### src/rtl/peripheral_wb_noc_host.sv
// Wishbone master that programs the UART line settings after reset, then shuttles
// bytes between a valid/ready stream and the UART THR/RBR registers.
module peripheral_wb_noc_host #(
  parameter logic [15:0] DIVISOR  = 16'h001B,
  parameter logic [7:0]  LCR_VAL  = 8'h03,
  parameter int          TX_DEPTH = 8,
  parameter int          TIMEOUT  = 255
) (
  input  logic       clk,
  input  logic       rst,
  input  logic [7:0] tx_data,
  input  logic       tx_valid,
  output logic       tx_ready,
  output logic [7:0] rx_data,
  output logic       rx_valid,
  input  logic       rx_ready,
  output logic [2:0] wb_adr_o,
  output logic [7:0] wb_dat_o,
  input  logic [7:0] wb_dat_i,
  output logic       wb_we_o,
  output logic       wb_stb_o,
  output logic       wb_cyc_o,
  output logic [3:0] wb_sel_o,
  input  logic       wb_ack_i,
  output logic       init_done,
  output logic       bus_err
);

  localparam int          AW       = (TX_DEPTH > 1) ? $clog2(TX_DEPTH) : 1;
  localparam logic [AW:0] DEPTH_C  = (AW + 1)'(TX_DEPTH);
  localparam logic [7:0]  TMO_LAST = 8'(TIMEOUT - 1);

  localparam logic [3:0] S_INIT0  = 4'd0;
  localparam logic [3:0] S_INIT1  = 4'd1;
  localparam logic [3:0] S_INIT2  = 4'd2;
  localparam logic [3:0] S_INIT3  = 4'd3;
  localparam logic [3:0] S_INIT4  = 4'd4;
  localparam logic [3:0] S_INIT5  = 4'd5;
  localparam logic [3:0] S_IDLE   = 4'd6;
  localparam logic [3:0] S_POLL   = 4'd7;
  localparam logic [3:0] S_RD_RBR = 4'd8;
  localparam logic [3:0] S_WR_THR = 4'd9;

  logic [3:0]    state_reg;
  logic          cyc_reg;
  logic          we_reg;
  logic [2:0]    adr_reg;
  logic [7:0]    dat_reg;
  logic [7:0]    tmo_reg;
  logic [4:0]    burst_reg;
  logic [7:0]    rx_data_reg;
  logic          rx_valid_reg;
  logic          init_done_reg;
  logic          bus_err_reg;

  logic [7:0]    mem [TX_DEPTH];
  logic [AW-1:0] wr_ptr_reg;
  logic [AW-1:0] rd_ptr_reg;
  logic [AW:0]   count_reg;
  logic [AW:0]   count_next;

  logic          fifo_empty;
  logic          push;
  logic          pop;
  logic          issue;
  logic [2:0]    iss_adr;
  logic [7:0]    iss_dat;
  logic          iss_we;

  assign fifo_empty = (count_reg == '0);
  // Gated by rst so that every output reads 0 while reset is held.
  assign tx_ready   = rst & (count_reg != DEPTH_C);
  assign push       = tx_valid & tx_ready;
  assign pop        = cyc_reg & wb_ack_i & (state_reg == S_WR_THR);
  assign count_next = count_reg + {{AW{1'b0}}, push} - {{AW{1'b0}}, pop};

  assign wb_cyc_o  = cyc_reg;
  assign wb_stb_o  = cyc_reg;
  assign wb_we_o   = we_reg;
  assign wb_adr_o  = adr_reg;
  assign wb_dat_o  = dat_reg;
  assign wb_sel_o  = {3'b000, cyc_reg};
  assign rx_data   = rx_data_reg;
  assign rx_valid  = rx_valid_reg;
  assign init_done = init_done_reg;
  assign bus_err   = bus_err_reg;

  // A new transaction starts in any bus-idle cycle; the cycle after an ack or
  // abort is always idle, which yields the single gap cycle between transfers.
  always_comb begin
    issue   = 1'b0;
    iss_adr = 3'd0;
    iss_dat = 8'h00;
    iss_we  = 1'b0;
    if (!cyc_reg) begin
      case (state_reg)
        S_INIT0:  begin issue = 1'b1; iss_adr = 3'd3; iss_dat = LCR_VAL | 8'h80; iss_we = 1'b1; end
        S_INIT1:  begin issue = 1'b1; iss_adr = 3'd0; iss_dat = DIVISOR[7:0];    iss_we = 1'b1; end
        S_INIT2:  begin issue = 1'b1; iss_adr = 3'd1; iss_dat = DIVISOR[15:8];   iss_we = 1'b1; end
        S_INIT3:  begin issue = 1'b1; iss_adr = 3'd3; iss_dat = LCR_VAL;         iss_we = 1'b1; end
        S_INIT4:  begin issue = 1'b1; iss_adr = 3'd1; iss_dat = 8'h00;           iss_we = 1'b1; end
        S_INIT5:  begin issue = 1'b1; iss_adr = 3'd2; iss_dat = 8'h07;           iss_we = 1'b1; end
        S_IDLE:   begin issue = ~fifo_empty | ~rx_valid_reg; iss_adr = 3'd5; end
        S_POLL:   begin issue = 1'b1; iss_adr = 3'd5; end
        S_RD_RBR: begin issue = 1'b1; iss_adr = 3'd0; end
        S_WR_THR: begin issue = 1'b1; iss_adr = 3'd0; iss_dat = mem[rd_ptr_reg]; iss_we = 1'b1; end
        default:  issue = 1'b0;
      endcase
    end
  end

  always_ff @(posedge clk) begin
    if (push) mem[wr_ptr_reg] <= tx_data;
  end

  always_ff @(posedge clk or negedge rst) begin
    if (!rst) begin
      wr_ptr_reg <= '0;
      rd_ptr_reg <= '0;
      count_reg  <= '0;
    end else begin
      if (push) wr_ptr_reg <= wr_ptr_reg + 1'b1;
      if (pop)  rd_ptr_reg <= rd_ptr_reg + 1'b1;
      count_reg <= count_next;
    end
  end

  always_ff @(posedge clk or negedge rst) begin
    if (!rst) begin
      state_reg     <= S_INIT0;
      cyc_reg       <= 1'b0;
      we_reg        <= 1'b0;
      adr_reg       <= 3'd0;
      dat_reg       <= 8'h00;
      tmo_reg       <= 8'h00;
      burst_reg     <= 5'd0;
      rx_data_reg   <= 8'h00;
      rx_valid_reg  <= 1'b0;
      init_done_reg <= 1'b0;
      bus_err_reg   <= 1'b0;
    end else begin
      if (rx_valid_reg && rx_ready) rx_valid_reg <= 1'b0;
      if (issue) begin
        cyc_reg <= 1'b1;
        adr_reg <= iss_adr;
        dat_reg <= iss_dat;
        we_reg  <= iss_we;
        tmo_reg <= 8'h00;
        if (state_reg == S_IDLE) state_reg <= S_POLL;
      end else if (cyc_reg) begin
        if (wb_ack_i) begin
          cyc_reg <= 1'b0;
          we_reg  <= 1'b0;
          case (state_reg)
            S_INIT5: begin
              init_done_reg <= 1'b1;
              state_reg     <= S_IDLE;
            end
            S_POLL: begin
              // Receive wins over transmit when both are possible.
              if (wb_dat_i[0] && !rx_valid_reg) begin
                state_reg <= S_RD_RBR;
              end else if (wb_dat_i[5] && !fifo_empty) begin
                state_reg <= S_WR_THR;
                burst_reg <= 5'd16;
              end else begin
                state_reg <= S_IDLE;
              end
            end
            S_RD_RBR: begin
              rx_data_reg  <= wb_dat_i;
              rx_valid_reg <= 1'b1;
              state_reg    <= S_IDLE;
            end
            S_WR_THR: begin
              burst_reg <= burst_reg - 5'd1;
              if (burst_reg == 5'd1 || count_next == '0) state_reg <= S_IDLE;
            end
            default: state_reg <= state_reg + 4'd1;
          endcase
        end else if (tmo_reg == TMO_LAST) begin
          // Abort; the unchanged state reissues the same transfer after the gap.
          cyc_reg     <= 1'b0;
          we_reg      <= 1'b0;
          bus_err_reg <= 1'b1;
        end else begin
          tmo_reg <= tmo_reg + 8'd1;
        end
      end
    end
  end

endmodule
### config.mk
export PLATFORM = sky130hd
export DESIGN_NAME = peripheral_wb_noc_host
export DESIGN_NICKNAME = d
export VERILOG_FILES = /design/src/rtl/peripheral_wb_noc_host.sv
export SDC_FILE = /design/constraint.sdc
export NUM_CORES = 1
export LEC_CHECK = 0
export BUFFER_PORTS_ARGS = -buffer_cell sky130_fd_sc_hd__clkbuf_2
export CORE_ASPECT_RATIO = 0.6
export CORE_UTILIZATION = 40
export DETAILED_ROUTE_END_ITERATION = 8
export PLACE_DENSITY_LB_ADDON = 0.05
export RECOVER_POWER = 100
export SETUP_SLACK_MARGIN = 0.3
export SYNTH_ARGS = -nofsm -noshare
export SYNTH_HDL_FRONTEND = slang
export SYNTH_SLANG_ARGS = --single-unit
export TNS_END_PERCENT = 30
### constraint.sdc
create_clock -name clk -period 3.3 [get_ports clk]
set_input_delay 0.33 -clock clk [delete_from_list [all_inputs] [get_ports clk]]
set_output_delay 0.33 -clock clk [all_outputs]
set_load 0.005 [all_outputs]
==> results.md, run 1 <==
* Multi-input logic area at 1840 µm²
* Die X at 149 µm
* Hold path startpoint: rx_ready
* CTS tree: built
* DIE HEIGHT at 90.1 µm
* Register bit total from synthesis at 115
* CP Class: flop to flop
* Top cells by area, synth: edfxtp_1, dfrtp_1, mux4_2
* DRC viols at 0
* CP arrival at 3240 ps
* # IOs at 51
* Area Overhead vs Synth at 21.4%
* Post-synth top area share at 37.2%
* GR Util All Layers at 17.9%
* Min-Delay Endpoint: rx_valid$_DFF_PN0_
* DRT iter0 DRCs at 171
* Max cap viols at 0
* Worst r2r src: count_reg[2]$_DFF_PN0_
* Register area at 3200 µm²
* Setup TNS at 0 ps
* LEAKAGE at 2.49 nW
* Min Tclk post-route at 2950 ps
* Worst slew pin tran at 1280 ps
* Row count at 31
* Largest area contributor in the netlist: edfxtp_1
* Total grt overflow at 0
* Hold path depth at 2
* Largest net degree at the start of global routing at 52
* Synth Area in Compound Gates at 7.84%
* PwrDens at 873 nW/µm²
* Setup crit end kind: flop
* Fin. max-slew vios at 0
* TritonRoute pass-1 iters at 4
* Unrepaired setup endpoints after global routing: no
* H-tree depth at 4
* Layout cell share with drive strength beyond 1 at 24.8%
* Longest Clk Path Bufs at 2
* Clk sinks at 115
* Inserted Clock Buffers at 17
* First-pass GRT wire length at 17.4 mm
* Fin crit share at 89.4%
* Fmax at 0.339 GHz
* Cell Area, Synth at 5170 µm²
* Final hold viol count at 0
* Final Setup Violations at 0
* Final ANT Viol Nets at 0
* PortBufs at 47
* Initial antenna violation count at 0
* Die ar. at 13400 µm²
* Placed Area at 5700 µm²
* Yosys Warn Count at 0
* DR vias/cell at 5.10
* Pre-CTS setup slack at 151 ps
* Fill cell count at 1070
* Fin nets at 485
* Post-synth cell types at 61
* Setup slack, reg-to-reg at 350 ps
* Origin of the worst setup path: count_reg[2]$_DFF_PN0_
* Worst-path clk slew at 60 ps
* Number of synthesized flops with an enable pin at 64
* Post-DP HPWL at 7.51 mm
* Starting Density at 41.9%
* Adder-cell share of the synthesized area at 4.26%
* Vias in the first global route at 3093
* Status: complete, no violations
* FF-to-FF End: state_reg[2]$_DFFE_PN0P_
* Startpoint types: flop
* VDD IR-drop max at 387 µV
* Sequential area share after synthesis at 61.9%
* Worst-skew pair later-pin latency at 410 ps
* Most frequent cell after synthesis: edfxtp_1
* Hold Crit Class: primary input to flop
* Simple-Gate Fraction of Synth Area at 9.63%
* Final core utilization at 50.9%
* Post-synth top cells: edfxtp_1, dfrtp_1, nand2_1, nor2_1, inv_1
* DR WL/cell at 17.6 µm
* Final WL at 11.0 mm
* Setup WS post-layout at 350 ps
* Syn avg cell area at 14.1 µm²
* Routability cong. at 0.816
* Fin area at 6280 µm²
* Final Skew at 8.85 ps
* Top reg by flops: mem
* CP max FO at 6
* Leading register cell type out of synthesis: edfxtp_1
* Main combinational cell family by area after synthesis: multiplexers
* Reg2reg path depth at 15
* Multiplexer share of the synthesized area at 10.7%
* Max FFs per register at 64
* Async set or reset register ratio after synthesis at 44.3%
* Worst EP required at 3590 ps
* Core area at 12300 µm²
* Vias at 3192
* Clock root buffer: clkbuf_16
* Synth Instances at 367
* Slew margin rel. at 14.7%
* Final Hold Slack at 103 ps
* Synth Area in XOR/XNOR at 2.20%
[cells by family after synthesis]
kind of cell,after synthesis
AOI/OAI and AO/OA,57
DFF,115
buffers and inverters,36
adders and majority gates,17
and+or+nand+nor,94
xor gates and xnor gates,13
other,1
muxes,34
[cell type report]
type / instances / area share [%]
antenna: 1 / 0.0399
clock buffer: 17 / 6.78
clock inverter: 15 / 2.51
inverter: 19 / 1.14
multi-input combinational: 218 / 29.2
sequential: 115 / 51.0
tap: 165 / 3.29
timing repair buffer: 76 / 6.02
[power by group]
group          switching (W)  total [W]  internal, W
logic               0.000926    0.00165     0.000727
registers           0.000234    0.00204      0.00181
clock network       0.000674    0.00179      0.00111
total                0.00183    0.00548      0.00365
[critical path: stages, from the launching register on]
cell and delay (ps):
dfrtp_1 320, inv_1 50, ha_1 200, a21boi_2 160, and2_0 160, inv_1 90
ha_4 220, inv_2 40, ha_1 170, inv_2 50, fa_1 560, and4b_1 190
o211a_1 200, a2bb2oi_4 90, nand4b_1 200, o21a_1 130
[per-stage QoR]
stage,total power (W),cells
finish,0.00548,626
global route,0.00583,625
CTS,0.00554,618
detailed placement,0.00371,585
global placement,0.00370,585
floorplan,0.00317,369
[what timing repair did]
| item | 4_1_cts | 5_1_grt |
|---|---|---|
| pin swaps | 3 | 6 |
| endpoints found under the setup margin | 4 | 4 |
| setup buffers | 1 | 7 |
| hold buffers | 0 | 0 |
| resized for setup | 4 | 13 |
[how the worst max path moves through the flow]
| stage | end | slack [ps] | depth (start not counted) |
|---|---|---|---|
| after global routing | state_reg[2]$_DFFE_PN0P_ | 160 | 15 |
| after global placement | state_reg[1]$_DFFE_PN0P_ | 300 | 15 |
| after floorplan | state_reg[0]$_DFFE_PN0P_ | 280 | 14 |
| final | state_reg[2]$_DFFE_PN0P_ | 350 | 15 |
| after detailed placement | state_reg[1]$_DFFE_PN0P_ | 150 | 15 |
| after CTS | state_reg[1]$_DFFE_PN0P_ | 310 | 15 |
[routing by layer]
layer  up-vias  track usage, %  routed length (µm)
met5         -               0                   0
met4         0            6.21                 133
met3        12            5.03                 648
met2        87            21.7                4390
met1      1578            29.2                5870
li1       1515               -                   -
[layout by cell type (no fill, tap or decap), types with 4 or more instances in the layout]
| cell | Yosys | layout |
|---|---|---|
| a211oi_1 | 4 | 4 |
| a21oi_1 | 6 | 7 |
| buf_4 | 5 | 11 |
| clkbuf_1 | 3 | 32 |
| clkbuf_16 | 0 | 17 |
| clkbuf_2 | 0 | 29 |
| clkbuf_4 | 0 | 4 |
| clkinv_4 | 0 | 4 |
| dfrtp_1 | 51 | 49 |
| edfxtp_1 | 64 | 64 |
| ha_1 | 16 | 14 |
| inv_1 | 19 | 17 |
| mux2_2 | 10 | 10 |
| mux2i_1 | 8 | 8 |
| mux4_2 | 16 | 16 |
| nand2_1 | 26 | 26 |
| nand2b_1 | 5 | 5 |
| nand3_1 | 6 | 6 |
| nor2_1 | 25 | 24 |
| nor2b_1 | 4 | 4 |
| nor3_1 | 6 | 8 |
| o21ai_0 | 8 | 11 |
| o21bai_1 | 4 | 4 |
| o31ai_1 | 6 | 5 |
| xnor2_1 | 7 | 7 |
| xor2_1 | 6 | 6 |
Note: power is estimated with default switching activity, not from simulation.
==> run 2, diff against run 1 <==
ABC_AREA = 1   (was default)
CELL_PAD_IN_SITES_DETAIL_PLACEMENT = 1   (was default)
CELL_PAD_IN_SITES_GLOBAL_PLACEMENT = 1   (was default)
==> run 2 against run 1 <==
Register-to-register slack got worse by 40 ps. Combinational power up 21%. Die area up 4.1%. Global-route usage up 3.6 points. Critical path type unchanged. Critical endpoint is now state_reg[0]$_DFFE_PN0P_.
==> results.md, run 2 <==
* Status: complete, no violations
* LEAKAGE at 2.76 nW
* Fin crit share at 90.5%
* Fin area at 6390 µm²
* Register bit total from synthesis at 115
* DRC viols at 0
* CP Cell Sequence: inv_1 -> ha_1 -> nand3_4 -> nor2_4 -> ha_4 -> inv_1 -> ha_2 -> inv_1 -> fa_1 -> inv_1 -> or2_2 -> nor2_1 -> nand3_1 -> nand2_2 -> nand2_4 -> nand3_1 -> nand2_1
* TritonRoute pass-1 iters at 4
* Cell Area, Synth at 5380 µm²
* N_diodes at 0
* CP max stage cell: fa_1
* Top cells by area, synth: edfxtp_1, dfrtp_1, nand2_1
* Post-DP HPWL at 9.39 mm
* Total grt overflow at 0
* DRT iter0 DRCs at 213
* Fin nets at 639
* Fin. max-slew vios at 0
* H-tree depth at 4
* Worst slew pin tran at 1310 ps
* Yosys Warn Count at 0
* CTS tree: built
* Min Tclk post-route at 2990 ps
* CP max FO at 5
* Setup TNS at 0 ps
* Origin of the worst setup path: state_reg[1]$_DFFE_PN0P_
* Max cap viols at 0
* Most frequent CP cell: inv_1
* Most frequent cells in the layout: nand2_1, nor2_1, edfxtp_1
* Number of synthesized flops with an enable pin at 64
* PwrDens at 922 nW/µm²
* Row count at 32
* Fmax at 0.335 GHz
* Inserted Clock Buffers at 17
* Async set or reset register ratio after synthesis at 44.3%
* Die X at 152 µm
* Clk sinks at 115
* Final hold viol count at 0
* Final WL at 13.9 mm
* Worst-path clk slew at 50 ps
* Hold path startpoint: rx_ready
* Initial antenna violation count at 0
* Worst r2r src: state_reg[1]$_DFFE_PN0P_
* DR vias/cell at 5.00
* Final Hold Slack at 131 ps
* First-pass GRT wire length at 22.1 mm
* Commonest non-fill, non-tap cell in the layout: nand2_1
* Slew margin rel. at 12.6%
* Final ANT Viol Nets at 0
* Syn avg cell area at 10.1 µm²
* Final cell count without fillers at 784
* Fill cell count at 1473
* Leading register cell type out of synthesis: edfxtp_1
* Placed Area at 5790 µm²
* Unrepaired setup endpoints after global routing: no
* Final Skew at 9.70 ps
* Max FFs per register at 64
* DIE HEIGHT at 91.9 µm
* CP Class: flop to flop
* Longest Clk Path Bufs at 2
* Crit path buf inv count at 4
* Die ar. at 13900 µm²
* CP top delay family: simple AND/OR/NAND/NOR gates
* Starting Density at 41.5%
* Sequential area share after synthesis at 59.4%
* Core area at 13000 µm²
* Largest area contributor in the netlist: edfxtp_1
* CP max stage delay at 480 ps
* Final Setup Violations at 0
* Hold bufs inserted after CTS at 0
* # IOs at 51
* Largest net degree at the start of global routing at 52
* Post-synth cell types at 39
* Hold Crit Class: primary input to flop
* Startpoint types: flop
* PortBufs at 47
* Synth Instances at 534
* Vias in the first global route at 4042
* Vias at 3920
* Setup crit end kind: flop
* Area Overhead vs Synth at 18.8%
* Most frequent cell after synthesis: nand2_1
* DR WL/cell at 17.7 µm
* Worst-skew pair later-pin latency at 410 ps
* Worst EP required at 3590 ps
* Top reg by flops: mem
* Placed insts at 745
* GR Util All Layers at 21.5%
* Clock root buffer: clkbuf_16
* Layout cell share with drive strength beyond 1 at 16.1%
* Routability cong. at 0.853
* Post-synth top area share at 35.7%
* Post-synth top cells: nand2_1, nor2_1, edfxtp_1, dfrtp_1, inv_1
* VDD IR-drop max at 424 µV
* CP arrival at 3280 ps
## run 2: per-layer routing
metal  routed length (µm)  GRT usage, %  up-vias
met4                  143          5.94        0
met3                  697          4.23       14
met1                 7220          33.1     1924
met2                 5810          30.2       85
li1                     -             -     1897
met5                    0             0        -
## run 2: final timing paths
| kind | slack [ps] | depth (start not counted) | to |
|---|---|---|---|
| min in group asynchronous | 460 | 2 | tmo_reg[6]$_DFFE_PN0P_ |
| min reg2reg | 470 | 1 | bus_err$_DFFE_PN0P_ |
| max reg2reg | 310 | 17 | state_reg[0]$_DFFE_PN0P_ |
| min | 130 | 2 | rx_valid$_DFF_PN0_ |
| max | 310 | 17 | state_reg[0]$_DFFE_PN0P_ |
| max in group asynchronous | 1950 | 2 | state_reg[2]$_DFFE_PN0P_ |
## run 2: logic make-up after synthesis
logic type               Yosys count  synth area share [%]
AND/OR/NAND/NOR                  245                  19.9
flip-flops                       115                  59.4
AO/OA/AOI/OAI                     70                  7.37
buffers and inverters             69                  6.07
adder cells (fa/ha/maj)           17                  4.09
XOR/XNOR                           9                  1.46
multiplexers                       8                  1.67
other                              1                0.0697
## run 2: repair_timing
action	in CTS	in global routing
buffers inserted	1	6
pin swaps	4	7
gates resized for setup	13	8
endpoints found under the setup margin	4	4
## run 2: area by class of cell
type	count	area, µm²	share of cell area (%)
clock buffers	17	425	6.65
clock inverters	15	165	2.58
inverters	49	191	2.99
multi-input cells	352	1890	29.6
flip-flops and latches	115	3200	50.0
well taps	170	213	3.33
repair buffers	66	308	4.81
## run 2: power by group
part	switching (W)	internal, W
Sequential	0.000247	0.00181
Combinational	0.00132	0.000677
Clock	0.000667	0.00118
## run 2: stage by stage
stage,worst slack [ps],total power (W),util [%]
4_1_cts,311,0.00598,49.6
6_report,313,0.00590,49.3
3_5_place_dp,121,0.00407,44.7
2_1_floorplan,369,0.00351,-
3_3_place_gp,338,0.00401,44.7
5_1_grt,135,0.00634,49.3
## run 2: worst register-to-register path, cell delays in order, from the launching register on
cell and delay (ps):
dfrtp_1 430, inv_1 100, ha_1 210, nand3_4 140, nor2_4 180, ha_4 210
inv_1 60, ha_2 180, inv_1 60, fa_1 480, inv_1 50, or2_2 260
nor2_1 90, nand3_1 90, nand2_2 100, nand2_4 90, nand3_1 100, nand2_1 60
==> run 3, diff against run 2 <==
clock period = 2.95 ns   (was 3.3 ns; I/O delays follow)
==> run 3 against run 2 <==
Maximum frequency grew 6.5%. Setup slack got worse by 170 ps. Critical path type unchanged. Cell area grew 1.1%. Critical endpoint is now state_reg[1]$_DFFE_PN0P_. Largest cell class unchanged.
==> results.md, run 3 (synthesis gave the netlist of run 2 again) <==
* Max FFs per register at 64
* TritonRoute pass-1 iters at 4
* Routability cong. at 0.748
* H-tree depth at 4
* Vias at 3951
* Top reg by flops: mem
* Final Skew at 9.81 ps
* Startpoint types: flop
* Setup crit end kind: flop
* Final Hold Slack at 103 ps
* Core area at 13000 µm²
* DRT iter0 DRCs at 154
* Hold bufs inserted after CTS at 0
* Clock root buffer: clkbuf_16
* Row count at 32
* N_diodes at 0
* Switch Pwr at 0.00265 W
* Worst-path clk slew at 60 ps
* GR Util met2 at 31.5%
* Fill cell count at 1479
* Worst slew pin tran at 1320 ps
* Status: complete, no violations
* DR vias/cell at 5.01
* Seq pwr share at 34.4%
* Final core utilization at 49.8%
* Area Overhead vs Synth at 20.1%
* Largest net degree at the start of global routing at 52
* Starting Density at 41.5%
* DIE HEIGHT at 91.9 µm
* Inserted Clock Buffers at 17
* Max cap viols at 0
* Setup TNS at 0 ps
* Int Power at 0.00395 W
* Fmax at 0.357 GHz
* PortBufs at 47
* Pre-CTS setup slack at -13.1 ps
* Fin nets at 645
* DRC viols at 0
* Fin. max-slew vios at 0
* Unrepaired setup endpoints after global routing: yes
* Fin crit share at 95.1%
* Longest Clk Path Bufs at 2
* Worst EP required at 3250 ps
* Post-DP HPWL at 9.78 mm
* # IOs at 51
* GR Util All Layers at 22.5%
* Commonest non-fill, non-tap cell in the layout: nand2_1
* CP max FO at 5
* Hold Crit Class: primary input to flop
* CTS tree: built
* Final ANT Viol Nets at 0
* Comb pwr share at 38.2%
* Setup WS post-layout at 146 ps
* Placed Area at 5870 µm²
* Final WL at 14.2 mm
* Fin area at 6460 µm²
* Vias in the first global route at 4220
* Clk sinks at 115
* CP arrival at 3100 ps
* VDD IR-drop max at 465 µV
* First-pass GRT wire length at 22.9 mm
* Slew margin rel. at 11.9%
* LEAKAGE at 2.78 nW
* DR WL/cell at 18.0 µm
* Final hold viol count at 0
* Final Setup Violations at 0
* Worst-skew pair later-pin latency at 410 ps
* Layout cell share with drive strength beyond 1 at 21.6%
* PwrDens at 1020 nW/µm²
* GRT busiest layer: met1
* Most frequent cells in the layout: nand2_1, nor2_1, edfxtp_1
* Total grt overflow at 0
* Met3 GRT Util at 5.32%
* Switch share at 40.1%
* Die ar. at 13900 µm²
* Min Tclk post-route at 2800 ps
* Grt met1 use at 34.2%
* Initial antenna violation count at 1
* Die X at 152 µm
* CP Class: flop to flop
* Clock Power Share at 27.5%
[run 3: cell types whose count changed in the layout (fill, tap and decap cells not counted), moves of 3 or more]
cell	previous run	this run
inv_2	1	7
nand3_2	4	7
clkinvlp_4	3	7
nand2_2	3	7
o21ai_0	46	42
nand3_1	41	37
inv_1	45	39
bufinv_16	3	0
buf_4	6	23
clkbuf_1	34	26
nand2_1	110	105
[run 3: path summary, 6_finish.rpt]
kind                                          start                  endpoint  slack (ps)  cells after the start
max in group asynchronous                       rst  state_reg[0]$_DFFE_PN0P_        1670                      2
min in group asynchronous                       rst        wb_cyc_o$_DFF_PN0_         370                      2
min                                        rx_ready        rx_valid$_DFF_PN0_         100                      2
max reg2reg                state_reg[1]$_DFFE_PN0P_  state_reg[1]$_DFFE_PN0P_         150                     17
max                        state_reg[1]$_DFFE_PN0P_  state_reg[1]$_DFFE_PN0P_         150                     17
min reg2reg                     bus_err$_DFFE_PN0P_       bus_err$_DFFE_PN0P_         480                      1
[run 3: power by group through the flow]
stage                     registers, W  clock network, W  logic, W
after global placement         0.00228                 0   0.00229
final                          0.00227           0.00181   0.00252
after floorplan                0.00222                 0   0.00172
after detailed placement       0.00230                 0   0.00237
after global routing           0.00231           0.00193   0.00285
after CTS                      0.00227           0.00185   0.00251
[run 3: repair_timing]
item | in CTS | in global routing
setup buffers | 4 | 2
pin swaps | 7 | 5
endpoints found under the setup margin | 4 | 4
resized for setup | 16 | 7
[run 3: metal layers]
metal  wire (µm)  up-vias
met3         783       14
met1        7150     1941
met4         151        0
met5           0        -
li1            -     1913
met2        6130       83
[run 3: final cells by class]
class                           count  area (µm²)  area share [%]
Inverter                           49         191            2.96
Clock inverter                     14        92.6            1.43
Timing Repair Buffer               72         385            5.96
Tap cell                          170         213            3.29
Clock buffer                       17         425            6.58
Multi-Input combinational cell    352        1960            30.3
Sequential cell                   115        3200            49.5
[run 3: stage by stage]
stage          total power (W)  instances
3_5_place_dp           0.00467        752
2_1_floorplan          0.00395        536
4_1_cts                0.00663        787
5_1_grt                0.00709        789
3_3_place_gp           0.00457        752
6_report               0.00660        789
[run 3: worst max-delay path, stage by stage, from the launching register on]
cell and delay [ps]:
dfrtp_1 400, inv_2 90, ha_4 160, nand3_4 80, nor2_4 130, ha_1 240, inv_1 70, ha_2 180
inv_2 40, fa_1 480, inv_2 40, or2_4 230, nor2_4 100, nand3_2 90, nand2_4 90, nand2_4 80
nand3_1 100, nand2_1 60
